--- config.mk ---
export PLATFORM = sky130hd
export DESIGN_NAME = uart_mmio
export DESIGN_NICKNAME = d
export VERILOG_FILES = /design/src/rtl/uart_mmio_pkg.sv /design/src/rtl/uart_fifo.sv /design/src/rtl/uart_mmio.sv
export SDC_FILE = /design/constraint.sdc
export NUM_CORES = 1
export LEC_CHECK = 0
export ABC_AREA = 0
export BUFFER_PORTS_ARGS = -buffer_cell sky130_fd_sc_hd__buf_2
export CAP_MARGIN = 25
export CORE_ASPECT_RATIO = 1.2
export CORE_MARGIN = 2
export CORE_UTILIZATION = 60
export CTS_CLUSTER_DIAMETER = 30
export CTS_CLUSTER_SIZE = 30
export DETAILED_ROUTE_END_ITERATION = 12
export GPL_TIMING_DRIVEN = 0
export PLACE_DENSITY = 0.83
export SLEW_MARGIN = 20
export SYNTH_ARGS = -nofsm -noshare
export SYNTH_HDL_FRONTEND = slang
export SYNTH_HIERARCHICAL = 1
export SYNTH_SLANG_ARGS = --single-unit
--- constraint.sdc ---
create_clock -name iCLK -period 4.65 [get_ports iCLK]
set_clock_uncertainty 0.15 [all_clocks]
set_input_delay 0.93 -clock iCLK [delete_from_list [all_inputs] [get_ports iCLK]]
set_output_delay 0.93 -clock iCLK [all_outputs]
set_load 0.005 [all_outputs]
--- src/rtl/uart_mmio_pkg.sv ---
// Shared register map, STATUS/CTRL bit positions and FSM state encodings for the
// memory-mapped UART.
package uart_mmio_pkg;

    localparam logic [3:0] ADDR_DATA   = 4'h0;
    localparam logic [3:0] ADDR_STATUS = 4'h4;
    localparam logic [3:0] ADDR_BAUD   = 4'h8;
    localparam logic [3:0] ADDR_CTRL   = 4'hC;

    localparam int unsigned STAT_TXFULL  = 0;
    localparam int unsigned STAT_TXEMPTY = 1;
    localparam int unsigned STAT_TXBUSY  = 2;
    localparam int unsigned STAT_RXV     = 3;
    localparam int unsigned STAT_OVR     = 4;
    localparam int unsigned STAT_FE      = 5;
    localparam int unsigned STAT_W       = 6;

    localparam int unsigned CTRL_RXIE = 0;
    localparam int unsigned CTRL_TXIE = 1;

    typedef enum logic [1:0] {TxIdle, TxStart, TxData, TxStop} tx_state_e;
    typedef enum logic [1:0] {RxIdle, RxStart, RxData, RxStop} rx_state_e;

endpackage

--- src/rtl/uart_fifo.sv ---
// Synchronous FIFO holding bytes queued for transmission. A push on a full FIFO is
// accepted only when a pop happens on the same edge.
module uart_fifo #(
    parameter int unsigned WIDTH = 8,
    parameter int unsigned DEPTH = 8
) (
    input  logic             clk,
    input  logic             rst_n,
    input  logic             push,
    input  logic             pop,
    input  logic [WIDTH-1:0] din,
    output logic [WIDTH-1:0] dout,
    output logic             full,
    output logic             empty
);

    localparam int unsigned AW = $clog2(DEPTH);

    logic [AW:0]      wr_ptr_q, rd_ptr_q;
    logic [WIDTH-1:0] mem_q [DEPTH];
    logic             do_push, do_pop;

    // Extra pointer MSB distinguishes full from empty when the index bits match.
    assign empty   = (wr_ptr_q == rd_ptr_q);
    assign full    = (wr_ptr_q[AW] != rd_ptr_q[AW]) && (wr_ptr_q[AW-1:0] == rd_ptr_q[AW-1:0]);
    assign do_push = push & (~full | pop);
    assign do_pop  = pop & ~empty;
    assign dout    = mem_q[rd_ptr_q[AW-1:0]];

    always_ff @(posedge clk or negedge rst_n) begin
        if (!rst_n) begin
            wr_ptr_q <= '0;
            rd_ptr_q <= '0;
        end else begin
            if (do_push) wr_ptr_q <= wr_ptr_q + (AW+1)'(1);
            if (do_pop)  rd_ptr_q <= rd_ptr_q + (AW+1)'(1);
        end
    end

    always_ff @(posedge clk) begin
        if (do_push) mem_q[wr_ptr_q[AW-1:0]] <= din;
    end

endmodule

--- src/rtl/uart_mmio.sv ---
// Memory-mapped 8N1 UART: TX FIFO plus serializer, synchronized RX deserializer with a
// one-byte holding register, STATUS/BAUD/CTRL registers and a level interrupt.
module uart_mmio
    import uart_mmio_pkg::*;
#(
    parameter int unsigned DIV_RESET = 434,
    parameter int unsigned DIV_W     = 16,
    parameter int unsigned TX_DEPTH  = 8
) (
    input  logic        iCLK,
    input  logic        iRST,
    input  logic        iCE,
    input  logic        iRD,
    input  logic        iWR,
    input  logic [3:0]  iADDR,
    input  logic [31:0] iDATA,
    output logic [31:0] oDATA,
    output logic        oIRQ,
    input  logic        iRXD,
    output logic        oTXD
);

    localparam logic [DIV_W-1:0] DivOne = DIV_W'(1);
    localparam logic [DIV_W-1:0] DivMin = DIV_W'(2);

    // Bus decode
    logic rd_en, wr_en, data_rd, data_wr, stat_wr, baud_wr, ctrl_wr;
    assign rd_en   = iCE & iRD;
    assign wr_en   = iCE & iWR;
    assign data_rd = rd_en & (iADDR == ADDR_DATA);
    assign data_wr = wr_en & (iADDR == ADDR_DATA);
    assign stat_wr = wr_en & (iADDR == ADDR_STATUS);
    assign baud_wr = wr_en & (iADDR == ADDR_BAUD);
    assign ctrl_wr = wr_en & (iADDR == ADDR_CTRL);

    logic [DIV_W-1:0] baud_q, baud_wval;
    logic [1:0]       ctrl_q;
    logic             rxv_q, rxv_d, ovr_q, ovr_d, fe_q, fe_d;
    logic [7:0]       rx_byte_q, rx_byte_d;

    assign baud_wval = (iDATA[DIV_W-1:0] < DivMin) ? DivMin : iDATA[DIV_W-1:0];

    // TX FIFO
    logic       fifo_full, fifo_empty, tx_pop;
    logic [7:0] fifo_dout;

    uart_fifo #(
        .WIDTH (8),
        .DEPTH (TX_DEPTH)
    ) u_tx_fifo (
        .clk   (iCLK),
        .rst_n (iRST),
        .push  (data_wr),
        .pop   (tx_pop),
        .din   (iDATA[7:0]),
        .dout  (fifo_dout),
        .full  (fifo_full),
        .empty (fifo_empty)
    );

    // TX FSM
    tx_state_e        tx_state_q, tx_state_d;
    logic [DIV_W-1:0] tx_cnt_q, tx_cnt_d;
    logic [2:0]       tx_bit_q, tx_bit_d;
    logic [7:0]       tx_shift_q, tx_shift_d;
    logic             txd_d, tx_tick, tx_busy;

    assign tx_tick = (tx_cnt_q == DivOne);
    assign tx_busy = (tx_state_q != TxIdle);

    always_comb begin
        tx_state_d = tx_state_q;
        tx_cnt_d   = tx_cnt_q - DivOne;
        tx_bit_d   = tx_bit_q;
        tx_shift_d = tx_shift_q;
        tx_pop     = 1'b0;
        txd_d      = 1'b1;
        case (tx_state_q)
            TxIdle: begin
                tx_cnt_d = tx_cnt_q;
                if (!fifo_empty) begin
                    tx_pop     = 1'b1;
                    tx_shift_d = fifo_dout;
                    tx_cnt_d   = baud_q;
                    tx_state_d = TxStart;
                end
            end
            TxStart: begin
                txd_d = 1'b0;
                if (tx_tick) begin
                    tx_cnt_d   = baud_q;
                    tx_bit_d   = 3'd0;
                    tx_state_d = TxData;
                end
            end
            TxData: begin
                txd_d = tx_shift_q[0];
                if (tx_tick) begin
                    tx_cnt_d   = baud_q;
                    tx_shift_d = {1'b0, tx_shift_q[7:1]};
                    tx_bit_d   = tx_bit_q + 3'd1;
                    if (tx_bit_q == 3'd7) tx_state_d = TxStop;
                end
            end
            TxStop: begin
                if (tx_tick) begin
                    // Back-to-back frames: no idle bit when more data is queued.
                    if (!fifo_empty) begin
                        tx_pop     = 1'b1;
                        tx_shift_d = fifo_dout;
                        tx_cnt_d   = baud_q;
                        tx_state_d = TxStart;
                    end else begin
                        tx_state_d = TxIdle;
                    end
                end
            end
            default: tx_state_d = TxIdle;
        endcase
    end

    // RX synchronizer and FSM
    logic             rx_s1_q, rx_s2_q, rx_prev_q;
    rx_state_e        rx_state_q, rx_state_d;
    logic [DIV_W-1:0] rx_cnt_q, rx_cnt_d;
    logic [2:0]       rx_bit_q, rx_bit_d;
    logic [7:0]       rx_shift_q, rx_shift_d;
    logic             rx_tick, rx_done;

    assign rx_tick = (rx_cnt_q == DivOne);

    always_comb begin
        rx_state_d = rx_state_q;
        rx_cnt_d   = rx_cnt_q - DivOne;
        rx_bit_d   = rx_bit_q;
        rx_shift_d = rx_shift_q;
        rx_done    = 1'b0;
        case (rx_state_q)
            RxIdle: begin
                rx_cnt_d = rx_cnt_q;
                if (rx_prev_q && !rx_s2_q) begin
                    rx_cnt_d   = baud_q >> 1;
                    rx_state_d = RxStart;
                end
            end
            RxStart: begin
                if (rx_tick) begin
                    rx_cnt_d   = baud_q;
                    rx_bit_d   = 3'd0;
                    rx_state_d = rx_s2_q ? RxIdle : RxData;
                end
            end
            RxData: begin
                if (rx_tick) begin
                    rx_cnt_d   = baud_q;
                    rx_shift_d = {rx_s2_q, rx_shift_q[7:1]};
                    rx_bit_d   = rx_bit_q + 3'd1;
                    if (rx_bit_q == 3'd7) rx_state_d = RxStop;
                end
            end
            RxStop: begin
                if (rx_tick) begin
                    rx_done    = 1'b1;
                    rx_state_d = RxIdle;
                end
            end
            default: rx_state_d = RxIdle;
        endcase
    end

    // Status flag next-state; set events win over a same-edge clear.
    logic rx_store, ovr_set;

    always_comb begin
        rx_store  = rx_done & rx_s2_q & (~rxv_q | data_rd);
        ovr_set   = (data_wr & fifo_full & ~tx_pop) | (rx_done & rx_s2_q & rxv_q & ~data_rd);
        rxv_d     = rxv_q & ~data_rd;
        rx_byte_d = rx_byte_q;
        if (rx_store) begin
            rxv_d     = 1'b1;
            rx_byte_d = rx_shift_q;
        end
        ovr_d = ovr_q & ~(stat_wr & iDATA[STAT_OVR]);
        if (ovr_set) ovr_d = 1'b1;
        fe_d = fe_q & ~(stat_wr & iDATA[STAT_FE]);
        if (rx_done && !rx_s2_q) fe_d = 1'b1;
    end

    logic [STAT_W-1:0] status;
    logic [31:0]       rd_mux;

    always_comb begin
        status               = '0;
        status[STAT_TXFULL]  = fifo_full;
        status[STAT_TXEMPTY] = fifo_empty;
        status[STAT_TXBUSY]  = tx_busy;
        status[STAT_RXV]     = rxv_q;
        status[STAT_OVR]     = ovr_q;
        status[STAT_FE]      = fe_q;
        case (iADDR)
            ADDR_DATA:   rd_mux = {24'b0, rx_byte_q};
            ADDR_STATUS: rd_mux = {{(32-STAT_W){1'b0}}, status};
            ADDR_BAUD:   rd_mux = {{(32-DIV_W){1'b0}}, baud_q};
            ADDR_CTRL:   rd_mux = {30'b0, ctrl_q};
            default:     rd_mux = 32'b0;
        endcase
    end

    always_ff @(posedge iCLK or negedge iRST) begin
        if (!iRST) begin
            oDATA      <= '0;
            oIRQ       <= 1'b0;
            oTXD       <= 1'b1;
            baud_q     <= DIV_W'(DIV_RESET);
            ctrl_q     <= '0;
            rxv_q      <= 1'b0;
            ovr_q      <= 1'b0;
            fe_q       <= 1'b0;
            rx_byte_q  <= '0;
            tx_state_q <= TxIdle;
            tx_cnt_q   <= '0;
            tx_bit_q   <= '0;
            tx_shift_q <= '0;
            rx_s1_q    <= 1'b1;
            rx_s2_q    <= 1'b1;
            rx_prev_q  <= 1'b1;
            rx_state_q <= RxIdle;
            rx_cnt_q   <= '0;
            rx_bit_q   <= '0;
            rx_shift_q <= '0;
        end else begin
            if (rd_en)   oDATA  <= rd_mux;
            if (baud_wr) baud_q <= baud_wval;
            if (ctrl_wr) ctrl_q <= iDATA[1:0];
            oIRQ       <= (ctrl_q[CTRL_RXIE] & rxv_q)
                        | (ctrl_q[CTRL_TXIE] & fifo_empty & ~tx_busy);
            oTXD       <= txd_d;
            rxv_q      <= rxv_d;
            ovr_q      <= ovr_d;
            fe_q       <= fe_d;
            rx_byte_q  <= rx_byte_d;
            tx_state_q <= tx_state_d;
            tx_cnt_q   <= tx_cnt_d;
            tx_bit_q   <= tx_bit_d;
            tx_shift_q <= tx_shift_d;
            rx_s1_q    <= iRXD;
            rx_s2_q    <= rx_s1_q;
            rx_prev_q  <= rx_s2_q;
            rx_state_q <= rx_state_d;
            rx_cnt_q   <= rx_cnt_d;
            rx_bit_q   <= rx_bit_d;
            rx_shift_q <= rx_shift_d;
        end
    end

endmodule

# Word-level counts from Yosys, hierarchy flattened
# Memory sizes are Yosys's and may differ from the RTL's.
# Index checks and enable logic that the tools add are counted.
totals:
  ff_bits: 132
  ram_bits: 64
  inputBits: 42
  out_inout_bits: 34
  wordCells: 155
  mem_count: 1
memory_table:
  columns: ["name", "depth", "word_bits", "read_ports", "rd_clocked_by_memory_dff", "write_ports", "line", "text"]
  rows:
  - ["u_tx_fifo.mem_q", 8, 8, 1, 0, 1, "uart_fifo.sv:20", "logic [WIDTH-1:0] mem_q [DEPTH];"]
classes:
  n_addsub: 6
  n_lt_le_gt_ge: 1
  eq_ne: 26
  mux: 45
  bitwise: 35
  n_reduce_logical: 19
op_table:
  columns: ["operator", "count"]
  rows:
  - ["two-way mux 16 bit", 7]
  - ["one-hot mux 16 bit (4 select lines)", 1]
  - ["one-hot mux 16 bit (3 select lines)", 1]
  - ["equality test 16 x 1 -> 1 bit, second input constant", 2]
  - ["one-hot mux 16 bit (2 select lines)", 1]
  - ["subtractor 16 x 1 -> 16 bit, second input constant", 2]
  - ["two-way mux 8 bit", 3]
  - ["one-hot mux 8 bit (3 select lines)", 1]
  - ["bitwise AND 1 bit", 23]
  - ["two-way mux 2 bit", 11]
  - ["!= test 2 bit, second input constant", 10]
  - ["less-than comparator 16 x 2 -> 1 bit, second input constant", 1]
  - ["one-hot mux 2 bit (4 select lines)", 2]
  - ["two-way mux 3 bit", 4]
  - ["one-hot mux 3 bit (2 select lines)", 2]
  - ["two-way mux 1 bit", 10]
  - ["AND reduction 5 bit", 2]
  - ["AND reduction 3 bit", 3]
  - ["adder 4 x 1 -> 4 bit, second input constant", 2]
  - ["equality test 2 bit, second input constant", 4]
  - ["equality test 4 bit, second input constant", 2]
  - ["NOT 1 bit", 8]
  - ["adder 3 x 1 -> 3 bit, second input constant", 2]
  - ["equality test 3 bit, second input constant", 2]
  - ["other kinds (15)", 26]

# Logic depth before layout (Yosys ltp)
# Gate-level depths: netlist of run 1.
logic_depth:
  depth_word: 8
  mapped_depth: 13
  ltp_nobuf: 10

# By module
# Netlist of run 1, hierarchy kept.
modules_own_cells:
  columns: ["module", "n_inst", "cells_per_inst", "area_each_um2", "seq_area_each_um2"]
  rows:
  - ["uart_mmio", 1, 665, 6408.6, 2713.9]
  - ["uart_fifo", 1, 151, 2987.9, 2122.0]

# Worst setup path after synthesis of run 1
# OpenSTA, ideal clock, no wires.
synth_path:
  path_kind: "input to register"
  start: "input port iADDR[2]"
  end: "memory u_tx_fifo.mem_q[3][0] (enable)"
  setup_ps: 398
  arrival_ps: 3067
  required_time_ps: 4102
  setup_slack_ps: 1035
  cell_stages: 5
  path_buffers: 1
  cell_sequence: "buf_2 > or3_1 > nor3_1 > nand2_1 > nor4b_1"
synth_via:
  elab_chain_cells: 5
synth_rtl:
  columns: ["item", "line", "text"]
  rows:
  - ["start: declaration", "uart_mmio.sv:15", "input logic [3:0] iADDR,"]
  - ["logical NOT 4 bit", "uart_mmio.sv:31", "assign data_wr = wr_en & (iADDR == ADDR_DATA);"]
  - ["bitwise AND 1 bit", "uart_mmio.sv:31", null]
  - ["net data_wr", "uart_mmio.sv:27", "logic rd_en, wr_en, data_rd, data_wr, stat_wr, baud_wr, ctrl_wr;"]
  - ["bitwise AND 1 bit", "uart_fifo.sv:26", "assign do_push = push & (~full | pop);"]
  - ["two-way mux 1 bit", "uart_fifo.sv:41", "if (do_push) mem_q[wr_ptr_q[AW-1:0]] <= din;"]
  - ["two-way mux 1 bit (implied by the code)", "uart_fifo.sv:41", null]
  - ["end: declaration", "uart_fifo.sv:20", null]
# The timed path passes the listed nets, and every way through them passes these cells.

# Final worst setup path of run 1
layout_path:
  start: "register u_tx_fifo.wr_ptr_q[1]"
  end: "memory u_tx_fifo.mem_q[7][1] (enable)"
layout_via:
  elab_chain_cells: 8
  elab_cells_between_ends: 11
  classes_between: "eq/ne: 2; mux: 5; bitwise: 3; reduce/logical: 1"
layout_rtl:
  columns: ["item", "line", "text"]
  rows:
  - ["start: declaration", "uart_fifo.sv:19", "logic [AW:0] wr_ptr_q, rd_ptr_q;"]
  - ["start signal: assignment", "uart_fifo.sv:35", "if (do_push) wr_ptr_q <= wr_ptr_q + (AW+1)'(1);"]
  - ["equality test 4 bit *", "uart_fifo.sv:24", "assign empty = (wr_ptr_q == rd_ptr_q);"]
  - ["net fifo_empty", "uart_mmio.sv:44", "logic fifo_full, fifo_empty, tx_pop;"]
  - ["two-way mux 1 bit *", "uart_mmio.sv:81, uart_mmio.sv:108", null]
  - ["two-way mux 1 bit", "uart_mmio.sv:106", "if (tx_tick) begin"]
  - ["one-hot mux 1 bit (2 select lines) *", "uart_mmio.sv:78", "case (tx_state_q)"]
  - ["net tx_pop", "uart_mmio.sv:44", null]
  - ["bitwise OR 1 bit *", "uart_fifo.sv:26", null]
  - ["bitwise AND 1 bit *", "uart_fifo.sv:26", null]
  - ["two-way mux 1 bit *", "uart_fifo.sv:41", null]
  - ["two-way mux 1 bit (implied by the code) *", "uart_fifo.sv:41", null]
# The timed path passes the listed nets; every way through them passes the cells marked *.

==> flow_summary.toml, run 1 <==
[final_layout]
nets = 959
design_area_mm2 = 0.0106
final_cells = 1118
post-route-util_pct = 68.3
drive_gt1_share_pct = 21.3
area_growth_pct = 12.3
final_common_cell = "dfrtp_1"
final_cell_mix = "dfrtp_1 (107), nand2_1 (97), edfxtp_1 (64)"
n_antenna_cell = 0

[pwr]
swShare_pct = 40.3
power.clock.fraction_pct = 21.3
p_seq_share_pct = 35.0
p_comb_share_pct = 43.6
p_leak_nw = 4.45
p_int_w = 0.00373
p_switching_w = 0.00252
vdd_drop_max_mv = 0.377
p_per_area_mw_per_mm2 = 591

[sta]
max_freq_ghz = 0.227
hold_slack_ns = 0.206
drv_slew = 0
setup_ws_ns = 0.244
worst_pin_slew_ns = 1.00
finalHoldViolCount = 0
period_share_pct = 94.7
min_period_ns = 4.41
rsz0062_at_grt = "false"
finalSetupViolations = 0
max-slew-margin-rel_pct = 33.3

[floorplanning]
die_h_um = 141
dieArea_mm2 = 0.0167
die_x_um = 118
rows = 50
ios = 76
coreArea_mm2 = 0.0155
start_util_pct = 60.8

[global_route]
antenna_found_initial = 0
grt.total_usage_pct = 28.8
grt_overflow = 0
grt_max_degree = 68
grt_pass1_vias = 7091
grt_pass1_wl_um = 37300

[clock_tree]
cts_root_buf = "clkbuf_16"
clkLatencyLatePin_ns = 0.44
htree_num_levels = 4
cts_resized = 0
cts_hold_buf = 0
postCtsSetupRepairBufs = 0
cts_buffer_depth = 2
clk_pin_slew_worst_paths_ns = 0.07
cts_tree = "yes"
cts_buffers = 17
cts_sinks = 180

[critical_path]
rr_endpoint = "u_tx_fifo/mem_q[7][1]"
cp-end-kind = "register"
crit_fanout = 10
start_kind = "register"
crit-reg2reg-launch = "u_tx_fifo/wr_ptr_q[1]"
r2r_cells = 11
rrSetupSlack_ns = 0.24
setup.worst_path.class = "register to register"
required_ns = 4.59
arrival_ns = 4.35

[routing]
vias_per_cell = 6.37
wl_um = 23300
first_pass_iters = 5
drtIter0Drc = 656
vias = 7117
wire_per_inst_um = 20.8
drc = 0
ant_nets = 0

[yosys]
syn_inst = 816
synthesis.area_mm2 = 0.00940
synthDistinctLibCells = 75
seq_area_frac_synth_pct = 51.5
ys_warn_count = 6
synth_edf_count = 64
synth_flop_cell = "dfrtp_1"
postSynthAreaPerCell_um2 = 11.5
synthArstFlopShare_pct = 64.4
ys_ff_latch = 180

[hold_path]
hold-path-endpoint = "rx_s2_q"
holdPathStages = 0
min-delay-start = "rx_s1_q"
hp-class = "register to register"

[placed_design]
port_buffers = 42
dp.cells = 1086
dp_hpwl_um = 15900
placed_area_mm2 = 0.0100
place_ws_ns = 0.446
place.gp.congestion = 0.917

[run]
maxCapViolations = 0

[run_status]
outcome = "finished, final reports clean"
[cell families (layout without fill, tap and decap cells)]
group           after synthesis  after routing  share of synthesized area, %
compound gates              173            173                          12.8
xor+xnor                     24             24                          2.40
fa+ha+maj                    20             20                          2.66
buf+inv                      85            164                          4.71
flops                       180            180                          51.5
mux                          79             79                          11.4
other cells                   1             16                        0.0399
simple gates                254            254                          14.5
[power by group through the flow]
stage | combinational (W) | sequential [W] | clock [W]
after CTS | 0.00268 | 0.00218 | 0.00133
final | 0.00272 | 0.00219 | 0.00133
after global routing | 0.00295 | 0.00221 | 0.00139
after floorplan | 0.00203 | 0.00212 | 0
after global placement | 0.00253 | 0.00219 | 0
after detailed placement | 0.00263 | 0.00220 | 0
[cell type report]
| class | instances | area, um2 |
|---|---|---|
| Timing Repair Buffer | 47 | 272 |
| Clock buffer | 19 | 433 |
| Clock inverter | 13 | 98.8 |
| Tap cell | 208 | 260 |
| Sequential cell | 180 | 4840 |
| Fill cell | 1091 | 4900 |
| Multi-Input combinational cell | 566 | 4210 |
| Inverter | 18 | 67.6 |
| Buffer | 67 | 375 |
[stage by stage]
| step | power [W] | setup TNS [ns] |
|---|---|---|
| after floorplan | 0.00415 | 0 |
| after global placement | 0.00472 | -2.04 |
| after detailed placement | 0.00483 | 0 |
| after CTS | 0.00619 | 0 |
| after global routing | 0.00656 | 0 |
| final | 0.00624 | 0 |
[synthesized netlist by cell type (all sizes together), types with 4 or more instances]
master | instances | area [um2]
nand2b | 6 | 37.5
a21o | 5 | 37.5
dfstp | 9 | 236
o21ai | 55 | 275
a32oi | 4 | 35.0
nor4b | 4 | 47.6
nor4 | 19 | 191
a22o | 16 | 140
o221ai | 4 | 35.0
mux2 | 32 | 360
a31oi | 5 | 31.3
nand2 | 97 | 364
a221o | 13 | 130
or3 | 5 | 31.3
nor2b | 9 | 56.3
clkbuf | 29 | 111
xor2 | 8 | 70.1
and2 | 6 | 37.5
a21oi | 23 | 115
mux2i | 29 | 290
nor2 | 42 | 158
a221oi | 4 | 41.3
ha | 20 | 250
dfrtp | 107 | 2680
o211ai | 11 | 82.6
nand4 | 12 | 93.8
or4 | 7 | 56.3
nand3 | 15 | 80.1
xnor2 | 16 | 155
buf | 38 | 264
edfxtp | 64 | 1920
nor3 | 15 | 75.1
mux4 | 18 | 424
inv | 18 | 67.6
a22oi | 5 | 37.5
o31ai | 9 | 72.6
nor3b | 8 | 65.1
[state kept, by name, summed over array words and instances, names as in the netlist, named ones only]
name,flops
rx_byte_q,8
ctrl_q,2
fe_q,1
rx_prev_q,1
tx_cnt_q,16
rx_cnt_q,16
u_tx_fifo/mem_q,64
ovr_q,1
tx_bit_q,3
tx_shift_q,8
rx_shift_q,8
rx_bit_q,3
oDATA,16
tx_state_q,2
rx_state_q,1
rx_s2_q,1
oTXD,1
u_tx_fifo/wr_ptr_q,4
rxv_q,1
baud_q,16
u_tx_fifo/rd_ptr_q,4
oIRQ,1
rx_s1_q,1
[per-layer routing]
metal | wire, um | track usage, % | share of wire [%]
met1 | 9100 | 35.2 | 39
met2 | 11600 | 48.9 | 50
met3 | 1500 | 5.58 | 6.4
met4 | 1050 | 15.0 | 4.5
met5 | 0 | 0 | 0
[worst max-delay path: stages, from the launching register on]
cell and delay (ns):
dfrtp_1 0.40, buf_2 0.21, xnor2_2 0.18, nand3_2 0.13, buf_6 0.16, nor2_1 0.12
clkbuf_1 0.46, buf_1 0.50, nor3_1 0.28, clkbuf_1 0.27, nor3_1 0.74, nor2_1 0.43
[worst max-delay path by stage]
stage	endpoint	slack, ns	depth (start not counted)	from
after floorplan	u_tx_fifo/mem_q[3][0]	1.03	5	iADDR[2]
after global placement	u_tx_fifo/mem_q[0][1]	-0.14	11	u_tx_fifo/rd_ptr_q[0]
after detailed placement	u_tx_fifo/mem_q[7][7]	0.45	11	u_tx_fifo/rd_ptr_q[1]
after CTS	u_tx_fifo/mem_q[7][6]	0.36	11	u_tx_fifo/rd_ptr_q[1]
after global routing	u_tx_fifo/mem_q[7][6]	0.05	11	u_tx_fifo/wr_ptr_q[1]
final	u_tx_fifo/mem_q[7][1]	0.24	11	u_tx_fifo/wr_ptr_q[1]
No activity file was read; power rests on OpenSTA's default activity.
==> run 2: changes to the inputs <==
==> constraint.sdc (replaced) <==
create_clock -name iCLK -period 4.53 [get_ports iCLK]
set_clock_uncertainty 0.15 [all_clocks]
set_input_delay 0.906 -clock iCLK [delete_from_list [all_inputs] [get_ports iCLK]]
set_output_delay 0.906 -clock iCLK [all_outputs]
set_load 0.005 [all_outputs]
==> run 2 against run 1 <==
Effect of this change:
- final area is essentially flat
- die area is the same
- global-route usage is the same
- fmax grew 3.5%
- sequential share of layout area is essentially flat
- setup slack gained 0.028 ns
- hold slack is essentially flat
- critical path depth is the same
- register-to-register slack gained 0.03 ns
- final cell count is the same
- highest routed layer unchanged
==> flow_summary.toml, run 2 (synthesized netlist as in run 1, its figures left out) <==
[final_layout]
post-route-util_pct = 68.3
fillers = 1090
largest_reg_flops = 64
final_cell_mix = "dfrtp_1 (107), nand2_1 (97), edfxtp_1 (64)"
drive_gt1_share_pct = 21.4
n_antenna_cell = 0
nets = 959
area_growth_pct = 12.4
final_common_cell = "dfrtp_1"

[routing]
wl_um = 23200
vias = 7126
drc = 0
vias_per_cell = 6.37
ant_nets = 0
wire_per_inst_um = 20.8
drtIter0Drc = 653
first_pass_iters = 7

[placed_design]
place.gp.congestion = 0.917
port_buffers = 42
place_ws_ns = 0.326
dp_hpwl_um = 15900

[critical_path]
crit_slowest_cell = "nor2_1"
rrSetupSlack_ns = 0.27
path_cells = "buf_2 -> xnor2_2 -> nand3_2 -> buf_6 -> nor2_1 -> clkbuf_1 -> buf_1 -> nor3_1 -> clkbuf_1 -> nor3_2 -> nor2_1"
arrival_ns = 4.17
setup.worst_path.class = "register to register"
cp-end-kind = "register"
crit_buf_inv = 5
r2r_cells = 11
required_ns = 4.44
cp_top_family = "simple AND/OR/NAND/NOR gates"
start_kind = "register"
rr_endpoint = "u_tx_fifo/mem_q[7][1]"
max_stage_delay_ns = 0.72
crit_fanout = 10
crit-reg2reg-launch = "u_tx_fifo/wr_ptr_q[1]"

[floorplanning]
rows = 50
coreArea_mm2 = 0.0155
start_util_pct = 60.8
dieArea_mm2 = 0.0167
die_h_um = 141
die_x_um = 118
ios = 76

[clock_tree]
cts_hold_buf = 0
postCtsSetupRepairBufs = 0
cts_resized = 0
htree_num_levels = 4
cts_buffers = 17
cts_sinks = 180
cts_root_buf = "clkbuf_16"
cts_buffer_depth = 2
clk_pin_slew_worst_paths_ns = 0.07
cts_tree = "yes"
clkLatencyLatePin_ns = 0.44

[hold_path]
min-delay-start = "rx_s1_q"
holdPathStages = 0
hp-class = "register to register"
hold-path-endpoint = "rx_s2_q"

[pwr]
p_per_area_mw_per_mm2 = 607
vdd_drop_max_mv = 0.386
p_leak_nw = 4.45

[global_route]
grt_overflow = 0
grt_max_degree = 68
grt_pass1_wl_um = 37300
antenna_found_initial = 0
grt_pass1_vias = 7091
grt.total_usage_pct = 28.8

[run]
maxCapViolations = 0

[sta]
max_freq_ghz = 0.235
drv_slew = 0
finalSetupViolations = 0
finalHoldViolCount = 0
setup_ws_ns = 0.272
max-slew-margin-rel_pct = 33.4
rsz0062_at_grt = "false"
worst_pin_slew_ns = 0.999
period_share_pct = 94.0
min_period_ns = 4.26

[run_status]
outcome = "finished, final reports clean"
run 2: cell count changes in the layout (fill, tap and decap cells not counted):
| cell | change |
|---|---|
| nor3_1 | -1 |
| nor3_2 | +1 |
run 2: layout make-up:
class | count | area (um2) | share of cell area [%]
Timing Repair Buffer | 47 | 272 | 2.57
Clock inverter | 13 | 98.8 | 0.936
Inverter | 18 | 67.6 | 0.640
Multi-Input combinational cell | 566 | 4220 | 39.9
Sequential cell | 180 | 4840 | 45.8
Buffer | 67 | 375 | 3.55
Clock buffer | 19 | 433 | 4.10
Tap cell | 208 | 260 | 2.46
run 2: per-stage QoR:
step	total power (W)	instances	area, um2	hold WS [ns]	setup TNS [ns]
after floorplan	0.00426	831	9450	0.195	0
final	0.00641	1118	10600	0.206	0
after global routing	0.00673	1118	10600	0.215	0
after detailed placement	0.00495	1086	10000	0.197	0
after CTS	0.00635	1118	10600	0.207	0
after global placement	0.00484	1081	9920	0.196	-5.52
run 2: worst max-delay path by stage:
| stage | from | end | slack, ns | depth (start not counted) |
|---|---|---|---|---|
| after global routing | u_tx_fifo/wr_ptr_q[1] | u_tx_fifo/mem_q[0][3] | 0.21 | 12 |
| after CTS | u_tx_fifo/rd_ptr_q[1] | u_tx_fifo/mem_q[7][6] | 0.24 | 11 |
| after detailed placement | u_tx_fifo/rd_ptr_q[1] | u_tx_fifo/mem_q[7][7] | 0.33 | 11 |
| after global placement | u_tx_fifo/rd_ptr_q[0] | u_tx_fifo/mem_q[0][1] | -0.26 | 11 |
| after floorplan | iADDR[2] | u_tx_fifo/mem_q[3][0] | 0.94 | 5 |
| final | u_tx_fifo/wr_ptr_q[1] | u_tx_fifo/mem_q[7][1] | 0.27 | 11 |
run 2: per-layer routing:
metal | routed length (um) | up-vias | track usage [%]
li1 | - | 3180 | -
met1 | 9080 | 3512 | 35.2
met2 | 11600 | 345 | 48.9
met3 | 1480 | 89 | 5.58
met4 | 1010 | 0 | 15.0
met5 | 0 | - | 0
run 2: power breakdown:
group	total, W	leakage, nW	switching, W	internal [W]
combinational	0.00280	2.11	0.00163	0.00116
clock	0.00136	0.262	0.000654	0.000710
sequential	0.00225	2.08	0.000294	0.00195
